==> src/rtl/disaggregator.sv <==
// Parallel-to-serial stage: pops one FETCH_WIDTH*DATA_WIDTH wide word from an
// upstream FIFO and pushes its lanes, lane 0 first, one DATA_WIDTH word per
// cycle into a downstream FIFO.
//
// An active register holds the word being serialised, and a prefetch register
// holds the following word. Together they sustain one narrow word per cycle
// across wide-word boundaries.
//
// Ports:
//   clk             - single clock; all state changes on the rising edge
//   rst             - asynchronous, active-high reset
//   sender_data     - upstream FIFO head; lane i = [(i+1)*DATA_WIDTH-1 : i*DATA_WIDTH]
//   sender_empty_n  - upstream head valid
//   sender_deq      - pop the upstream head this cycle (sender_data is sampled)
//   receiver_data   - current narrow word (lane idx of the active word)
//   receiver_full_n - downstream can accept
//   receiver_enq    - push receiver_data this cycle
//   idle            - no wide word held
module disaggregator #(
  parameter int unsigned DATA_WIDTH  = 16,
  parameter int unsigned FETCH_WIDTH = 4,
  parameter int unsigned IDX_WIDTH   = (FETCH_WIDTH > 1) ? $clog2(FETCH_WIDTH) : 1
) (
  input  logic                              clk,
  input  logic                              rst,
  input  logic [FETCH_WIDTH*DATA_WIDTH-1:0] sender_data,
  input  logic                              sender_empty_n,
  output logic                              sender_deq,
  output logic [DATA_WIDTH-1:0]             receiver_data,
  input  logic                              receiver_full_n,
  output logic                              receiver_enq,
  output logic                              idle
);

  localparam int unsigned WideWidth = FETCH_WIDTH * DATA_WIDTH;
  localparam logic [IDX_WIDTH-1:0] LastIdx = IDX_WIDTH'(FETCH_WIDTH - 1);

  logic [WideWidth-1:0] active_q, active_d;
  logic                 active_valid_q, active_valid_d;
  logic [WideWidth-1:0] next_q, next_d;
  logic                 next_valid_q, next_valid_d;
  logic [IDX_WIDTH-1:0] idx_q, idx_d;

  logic last;

  // Handshakes depend only on registered state and the FIFO status flags.
  // Reset gating keeps both strobes low while rst is high.
  always_comb begin
    receiver_enq = active_valid_q & receiver_full_n & ~rst;
    sender_deq   = sender_empty_n & ~next_valid_q & ~rst;
    last         = receiver_enq & (idx_q == LastIdx);
    idle         = ~active_valid_q & ~next_valid_q;
  end

  // Lane select from the active register. A compare-based loop keeps the
  // selection in range when FETCH_WIDTH is not a power of two.
  always_comb begin
    receiver_data = '0;
    for (int unsigned i = 0; i < FETCH_WIDTH; i++) begin
      if (idx_q == IDX_WIDTH'(i)) begin
        receiver_data = active_q[i*DATA_WIDTH +: DATA_WIDTH];
      end
    end
  end

  // Lane counter: it advances on each push, wraps after the last lane, and
  // holds while downstream is full.
  always_comb begin
    idx_d = idx_q;
    if (last) begin
      idx_d = '0;
    end else if (receiver_enq) begin
      idx_d = idx_q + IDX_WIDTH'(1);
    end
  end

  // Word registers. sender_deq is gated by !next_valid_q, so a last lane and
  // a pop in the same cycle always find the prefetch slot empty. In that case
  // the popped word becomes active directly, with no bubble.
  always_comb begin
    active_d       = active_q;
    active_valid_d = active_valid_q;
    next_d         = next_q;
    next_valid_d   = next_valid_q;

    if (last) begin
      if (next_valid_q) begin
        active_d     = next_q;
        next_valid_d = 1'b0;
      end else if (sender_deq) begin
        active_d = sender_data;
      end else begin
        active_valid_d = 1'b0;
      end
    end else if (sender_deq) begin
      if (!active_valid_q) begin
        active_d       = sender_data;
        active_valid_d = 1'b1;
      end else begin
        next_d       = sender_data;
        next_valid_d = 1'b1;
      end
    end
  end

  always_ff @(posedge clk or posedge rst) begin
    if (rst) begin
      active_q       <= '0;
      active_valid_q <= 1'b0;
      next_q         <= '0;
      next_valid_q   <= 1'b0;
      idx_q          <= '0;
    end else begin
      active_q       <= active_d;
      active_valid_q <= active_valid_d;
      next_q         <= next_d;
      next_valid_q   <= next_valid_d;
      idx_q          <= idx_d;
    end
  end

`ifndef SYNTHESIS
  // The prefetch slot is only ever filled behind a valid active word.
  next_implies_active: assert property (
    @(posedge clk) disable iff (rst) next_valid_q |-> active_valid_q);

  no_deq_when_full: assert property (
    @(posedge clk) disable iff (rst) sender_deq |-> !next_valid_q);

  idx_in_range: assert property (
    @(posedge clk) disable iff (rst) idx_q <= LastIdx);
`endif

endmodule

==> config.mk <==
export PLATFORM = sky130hd
export DESIGN_NAME = disaggregator
export DESIGN_NICKNAME = d
export VERILOG_FILES = /design/src/rtl/disaggregator.sv
export SDC_FILE = /design/constraint.sdc
export NUM_CORES = 1
export LEC_CHECK = 0
export ABC_AREA = 0
export BUFFER_PORTS_ARGS = -buffer_cell sky130_fd_sc_hd__buf_2
export CORE_ASPECT_RATIO = 0.6
export CORE_MARGIN = 8
export CORE_UTILIZATION = 50
export CTS_CLUSTER_SIZE = 10
export DETAILED_ROUTE_END_ITERATION = 8
export PLACE_DENSITY = 0.71
export SYNTH_ARGS = -nofsm -noshare
export SYNTH_HDL_FRONTEND = slang
export SYNTH_SLANG_ARGS = --single-unit
export TNS_END_PERCENT = 20
==> constraint.sdc <==
create_clock -name clk -period 5.3 [get_ports clk]
set_clock_uncertainty 0.05 [all_clocks]
set_input_delay 1.06 -clock clk [delete_from_list [all_inputs] [get_ports clk]]
set_output_delay 1.06 -clock clk [all_outputs]
set_load 0.02 [all_outputs]
==> impl_metrics.json, run 1 <==
{
  "finalMaxSlewViolations": 0,
  "drtIter0Drc": 283,
  "seq_area_frac_synth_pct": 54.2,
  "holdWs_ps": 439,
  "cp_max_fo": 32,
  "timing_hold_violations_final": 0,
  "min_path_type": "reg2reg",
  "insertion_delay_ps": 410,
  "first_pass_iters": 5,
  "io_pins": 87,
  "cap_viol_max_count": 0,
  "cts_resized": 0,
  "maxSlewHeadroom_pct": 22.0,
  "synth_top_area_cell": "dfrtp_1",
  "clock.fmax_ghz": 0.270,
  "die_h_um": 102,
  "wirelength_um": 14400,
  "power.total_mw": 4.53,
  "setup_tns_ps": 0,
  "critPathLaunchType": "flop",
  "cts_tree": "done",
  "fin_crit_sh_pct": 69.8,
  "status": "finished, final reports clean",
  "postCtsSetupRepairBufs": 0,
  "avgSynthCellArea_sq_um": 11.1,
  "io_buffers": 86,
  "grt_pass1_vias": 4357,
  "syn_to_final_growth_pct": 17.5,
  "core-area_sq_um": 12000,
  "rsz0062_at_grt": "false",
  "cts_root_buffer": "clkbuf_16",
  "start_util_pct": 50.9,
  "die_area_sq_um": 16100,
  "arrival_ps": 2590,
  "p_per_area_nw_per_um2": 633,
  "synth_area_sq_um": 6090,
  "synthTopCellsByArea": "dfrtp_1 54%, mux2i_1 11%, mux2_2 8.9%",
  "netlist.area_leader.share_pct": 54.2,
  "drive_gt1_share_pct": 27.1,
  "grt-ovfl-total": 0,
  "syn-num-nets": 622,
  "htreeDepth": 4,
  "final_util_pct": 59.7,
  "grt_max_degree": 70,
  "cts_buffers": 17,
  "gp_congestion": 0.799,
  "nNetsFinal": 691,
  "die_w_um": 159,
  "crit_required_ps": 4190,
  "end_kind": "output pin",
  "setup.worst_path.class": "reg2out",
  "p_leak_nw": 3.03,
  "clkTransAtPathRegs_ps": 60,
  "synth_cells": 550,
  "setup_viol": 0,
  "cts_sinks": 132,
  "diodes": 0,
  "antenna_found_initial": 0,
  "rows": 31,
  "dp.final_hpwl_um": 10100,
  "ys_ff_latch": 132,
  "grt_usage_pct": 18.6,
  "vias_per_cell": 5.45,
  "synth.distinct_cells": 21,
  "fin_cells": 796,
  "grt_pass1_wl_um": 22800,
  "cts.path.max_buffers": 2,
  "dpl.cell_count": 765,
  "synth-warning-count": 0,
  "vias": 4339,
  "fin_crit_ps": 3700,
  "irDropWorstVdd_mv": 0.281,
  "cts_hold_buf": 0,
  "max_slew.worst_pin.slew_ps": 1170,
  "drc": 0,
  "antenna_left": 0,
  "wl_per_cell_um": 18.1
}
registers in the layout (all words and copies together), names as in the netlist:
name	cells
active_q	64
next_q	64
idx_q	2
active_valid_q	1
next_valid_q	1
final timing paths:
kind	slack (ps)	endpoint	startpoint	cells past startpoint
worst max-delay path	1600	receiver_data[11]	idx_q[0]$_DFFE_PP0P_	5
worst min-delay path	440	next_q[26]$_DFFE_PP0P_	next_q[26]$_DFFE_PP0P_	1
worst max register to register	2480	active_q[11]$_DFFE_PP0P_	idx_q[0]$_DFFE_PP0P_	5
worst min register to register	440	next_q[26]$_DFFE_PP0P_	next_q[26]$_DFFE_PP0P_	1
max in group asynchronous	3030	next_q[40]$_DFFE_PP0P_	rst	3
min in group asynchronous	800	next_q[62]$_DFFE_PP0P_	rst	2
cell type report:
type	instances	area (sq um)
fill	967	4830
sequential	132	3300
multi-input combinational	374	2590
clock buffer	23	478
timing repair buffer	91	468
tap	165	206
clock inverter	8	101
inverter	3	13.8
synthesized netlist by cell type:
cell type / number
ha_1: 4
and3_1: 2
o221a_2: 1
buf_4: 1
a21oi_1: 96
and3b_1: 1
mux2_2: 48
nand2b_1: 1
buf_6: 7
nor2_1: 67
o21ai_1: 10
clkbuf_1: 24
buf_2: 9
nand2_1: 37
dfrtp_1: 132
o21ai_0: 9
mux2_1: 17
inv_1: 3
nand4bb_1: 1
mux2i_1: 64
nand3b_1: 16
per-layer routing:
metal	routed length, um	up-vias	global-route usage, %
met2	6030	158	25.7
met4	100	0	4.97
li1	-	2047	-
met5	0	-	0
met3	1170	12	5.75
met1	7150	2122	27.4
cells in the final DEF (no fill, tap or decap):
cell and n:
buf_2 86, clkbuf_1 3, and3_4 1, and3_1 1, nand3b_1 16, dfrtp_1 132
o221a_4 1, buf_4 5, o21ai_1 10, clkinv_4 1, clkbuf_8 3, mux2_2 48
ha_1 4, nand2b_1 1, o21ai_0 9, nor2_1 67, a21oi_1 96, nand4bb_4 1
bufinv_16 2, clkbuf_16 17, mux2i_1 64, and3b_1 1, inv_4 1, inv_1 2
clkinv_2 2, clkinvlp_4 3, mux2_1 17, nand2_1 37
worst max-delay path, stage by stage, from the launching register on:
cell and delay (ps):
dfrtp_1 430, inv_1 100, ha_1 880, a21oi_1 310, o21ai_1 250, buf_2 200
through the flow:
step / cell area, sq um / setup slack, ps
6_report: 7160 / 1600
5_1_grt: 7160 / 1480
4_1_cts: 7160 / 1620
3_5_place_dp: 6580 / 1850
3_3_place_gp: 6580 / 1980
2_1_floorplan: 6090 / 38.3
power by group:
part,internal [mW],switching [mW],total [mW],leakage [nW]
registers,1.52,0.319,1.84,1.53
clock network,0.726,0.421,1.15,0.275
logic,0.659,0.890,1.55,1.23
kinds of logic (layout without fill, tap and decap cells):
| family | Yosys count | in the layout | share of synthesized area (%) |
|---|---|---|---|
| AOI/OAI and AO/OA | 116 | 116 | 9.63 |
| and+or+nand+nor | 125 | 125 | 9.01 |
| muxes | 129 | 129 | 22.5 |
| buffers and inverters | 44 | 125 | 3.82 |
| adders and majority gates | 4 | 4 | 0.821 |
| DFF | 132 | 132 | 54.2 |
(Power assumes the default switching activity.)
==> run 2, diff against run 1 <==
clock period = 3.7 ns   (was 5.3 ns; I/O delays follow)
==> impl_metrics.json, run 2 (synthesis gave the netlist of run 1 again) <==
{
  "fin_crit_sh_pct": 88.3,
  "die_h_um": 102,
  "vias_per_cell": 5.42,
  "die_area_sq_um": 16100,
  "drtIter0Drc": 387,
  "cp_slowest_cell": "ha_1",
  "antenna_left": 0,
  "grt_pass1_vias": 4577,
  "clkTransAtPathRegs_ps": 50,
  "cts_sinks": 132,
  "irDropWorstVdd_mv": 0.481,
  "setup_viol": 0,
  "critPathLaunchType": "flop",
  "io_pins": 87,
  "syn_to_final_growth_pct": 19.3,
  "layout_commonest_cell": "dfrtp_1",
  "cts_hold_buf": 0,
  "postCtsSetupRepairBufs": 0,
  "grt_pass1_wl_um": 24200,
  "gp_congestion": 0.857,
  "grt_max_degree": 74,
  "critical_path_buf_inv_count": 2,
  "end_kind": "output pin",
  "path_cells": "inv_1 -> ha_1 -> nand2_1 -> a21oi_1 -> a21oi_1 -> o21ai_1 -> buf_2",
  "maxSlewHeadroom_pct": 38.3,
  "cts_resized": 0,
  "cts_tree": "done",
  "setup_tns_ps": 0,
  "insertion_delay_ps": 410,
  "setup.worst_path.class": "reg2out",
  "drc": 0,
  "htreeDepth": 4,
  "slowest_delay_ps": 700,
  "rsz0062_at_grt": "false",
  "drive_gt1_share_pct": 28.6,
  "wirelength_um": 14900,
  "cts.path.max_buffers": 2,
  "first_pass_iters": 5,
  "grt-ovfl-total": 0,
  "min_path_type": "reg2reg",
  "max_slew.worst_pin.slew_ps": 925,
  "fin_crit_ps": 3270,
  "crit_family": "adder cells",
  "rows": 31,
  "finalMaxSlewViolations": 0,
  "arrival_ps": 2480,
  "nNetsFinal": 699,
  "p_leak_nw": 3.10,
  "cp_max_fo": 32,
  "core-area_sq_um": 12000,
  "clock.fmax_ghz": 0.306,
  "diodes": 0,
  "antenna_found_initial": 0,
  "die_w_um": 159,
  "holdWs_ps": 440,
  "status": "finished, final reports clean",
  "vias": 4361,
  "wl_per_cell_um": 18.6,
  "crit_required_ps": 2910,
  "layout_common_cells": "132 x dfrtp_1, 96 x a21oi_1, 86 x buf_2",
  "dp.final_hpwl_um": 10600,
  "cts_root_buffer": "clkbuf_16",
  "cts_buffers": 17,
  "cpMostUsedCell": "a21oi_1",
  "io_buffers": 86,
  "start_util_pct": 50.9,
  "cap_viol_max_count": 0,
  "p_per_area_nw_per_um2": 912,
  "timing_hold_violations_final": 0,
  "grt_usage_pct": 19.9,
  "reg_top3": "active_q (64), next_q (64), idx_q (2)"
}
-- run 2: changes by cell type in the layout (fill, tap and decap cells not counted), sizes merged --
| cell | previous run | this run |
|---|---|---|
| buf | 91 | 99 |
| clkbuf | 23 | 20 |
| clkinv | 3 | 5 |
| bufinv | 2 | 3 |
| inv | 3 | 4 |
-- run 2: layout make-up --
cell class	instances	area, sq um
clock buffer	20	467
clock inverter	12	151
fill	961	4710
inverter	3	15.0
multi-input combinational	374	2590
sequential	132	3300
tap	165	206
timing repair buffer	99	541
-- run 2: worst paths after layout --
check / start / end / slack [ps] / cells past startpoint
setup reg to reg: idx_q[0]$_DFFE_PP0P_ / next_q[5]$_DFFE_PP0P_ / 1050 / 6
max in group asynchronous: rst / next_q[41]$_DFFE_PP0P_ / 1630 / 4
hold / removal: next_q[62]$_DFFE_PP0P_ / next_q[62]$_DFFE_PP0P_ / 440 / 1
setup / recovery: idx_q[1]$_DFFE_PP0P_ / receiver_data[11] / 430 / 7
hold reg to reg: next_q[62]$_DFFE_PP0P_ / next_q[62]$_DFFE_PP0P_ / 440 / 1
min in group asynchronous: rst / next_q[5]$_DFFE_PP0P_ / 570 / 3
-- run 2: per-stage QoR --
step | std cells | utilization (%) | setup slack (ps) | power, mW | instance area (sq um)
2_1_floorplan | 550 | - | 6.39 | 4.14 | 6100
3_3_place_gp | 773 | 55.5 | 828 | 4.75 | 6650
3_5_place_dp | 773 | 55.5 | 784 | 4.88 | 6650
4_1_cts | 805 | 60.7 | 458 | 6.65 | 7270
5_1_grt | 805 | 60.7 | 254 | 7.03 | 7270
6_report | 805 | 60.7 | 432 | 6.63 | 7270
-- run 2: routing by layer --
| metal | up-vias | routed length, um | GRT usage (%) |
|---|---|---|---|
| met2 | 149 | 6290 | 27.6 |
| met4 | 0 | 223 | 6.71 |
| met5 | - | 0 | 0 |
| met1 | 2129 | 7340 | 29.6 |
| met3 | 22 | 1090 | 4.81 |
| li1 | 2061 | - | - |
-- run 2: where the power goes --
| group | leakage, nW | internal [mW] | total [mW] | switching (mW) |
|---|---|---|---|---|
| combinational | 1.27 | 0.952 | 2.24 | 1.29 |
| clock | 0.303 | 1.11 | 1.75 | 0.639 |
| sequential | 1.53 | 2.17 | 2.64 | 0.465 |
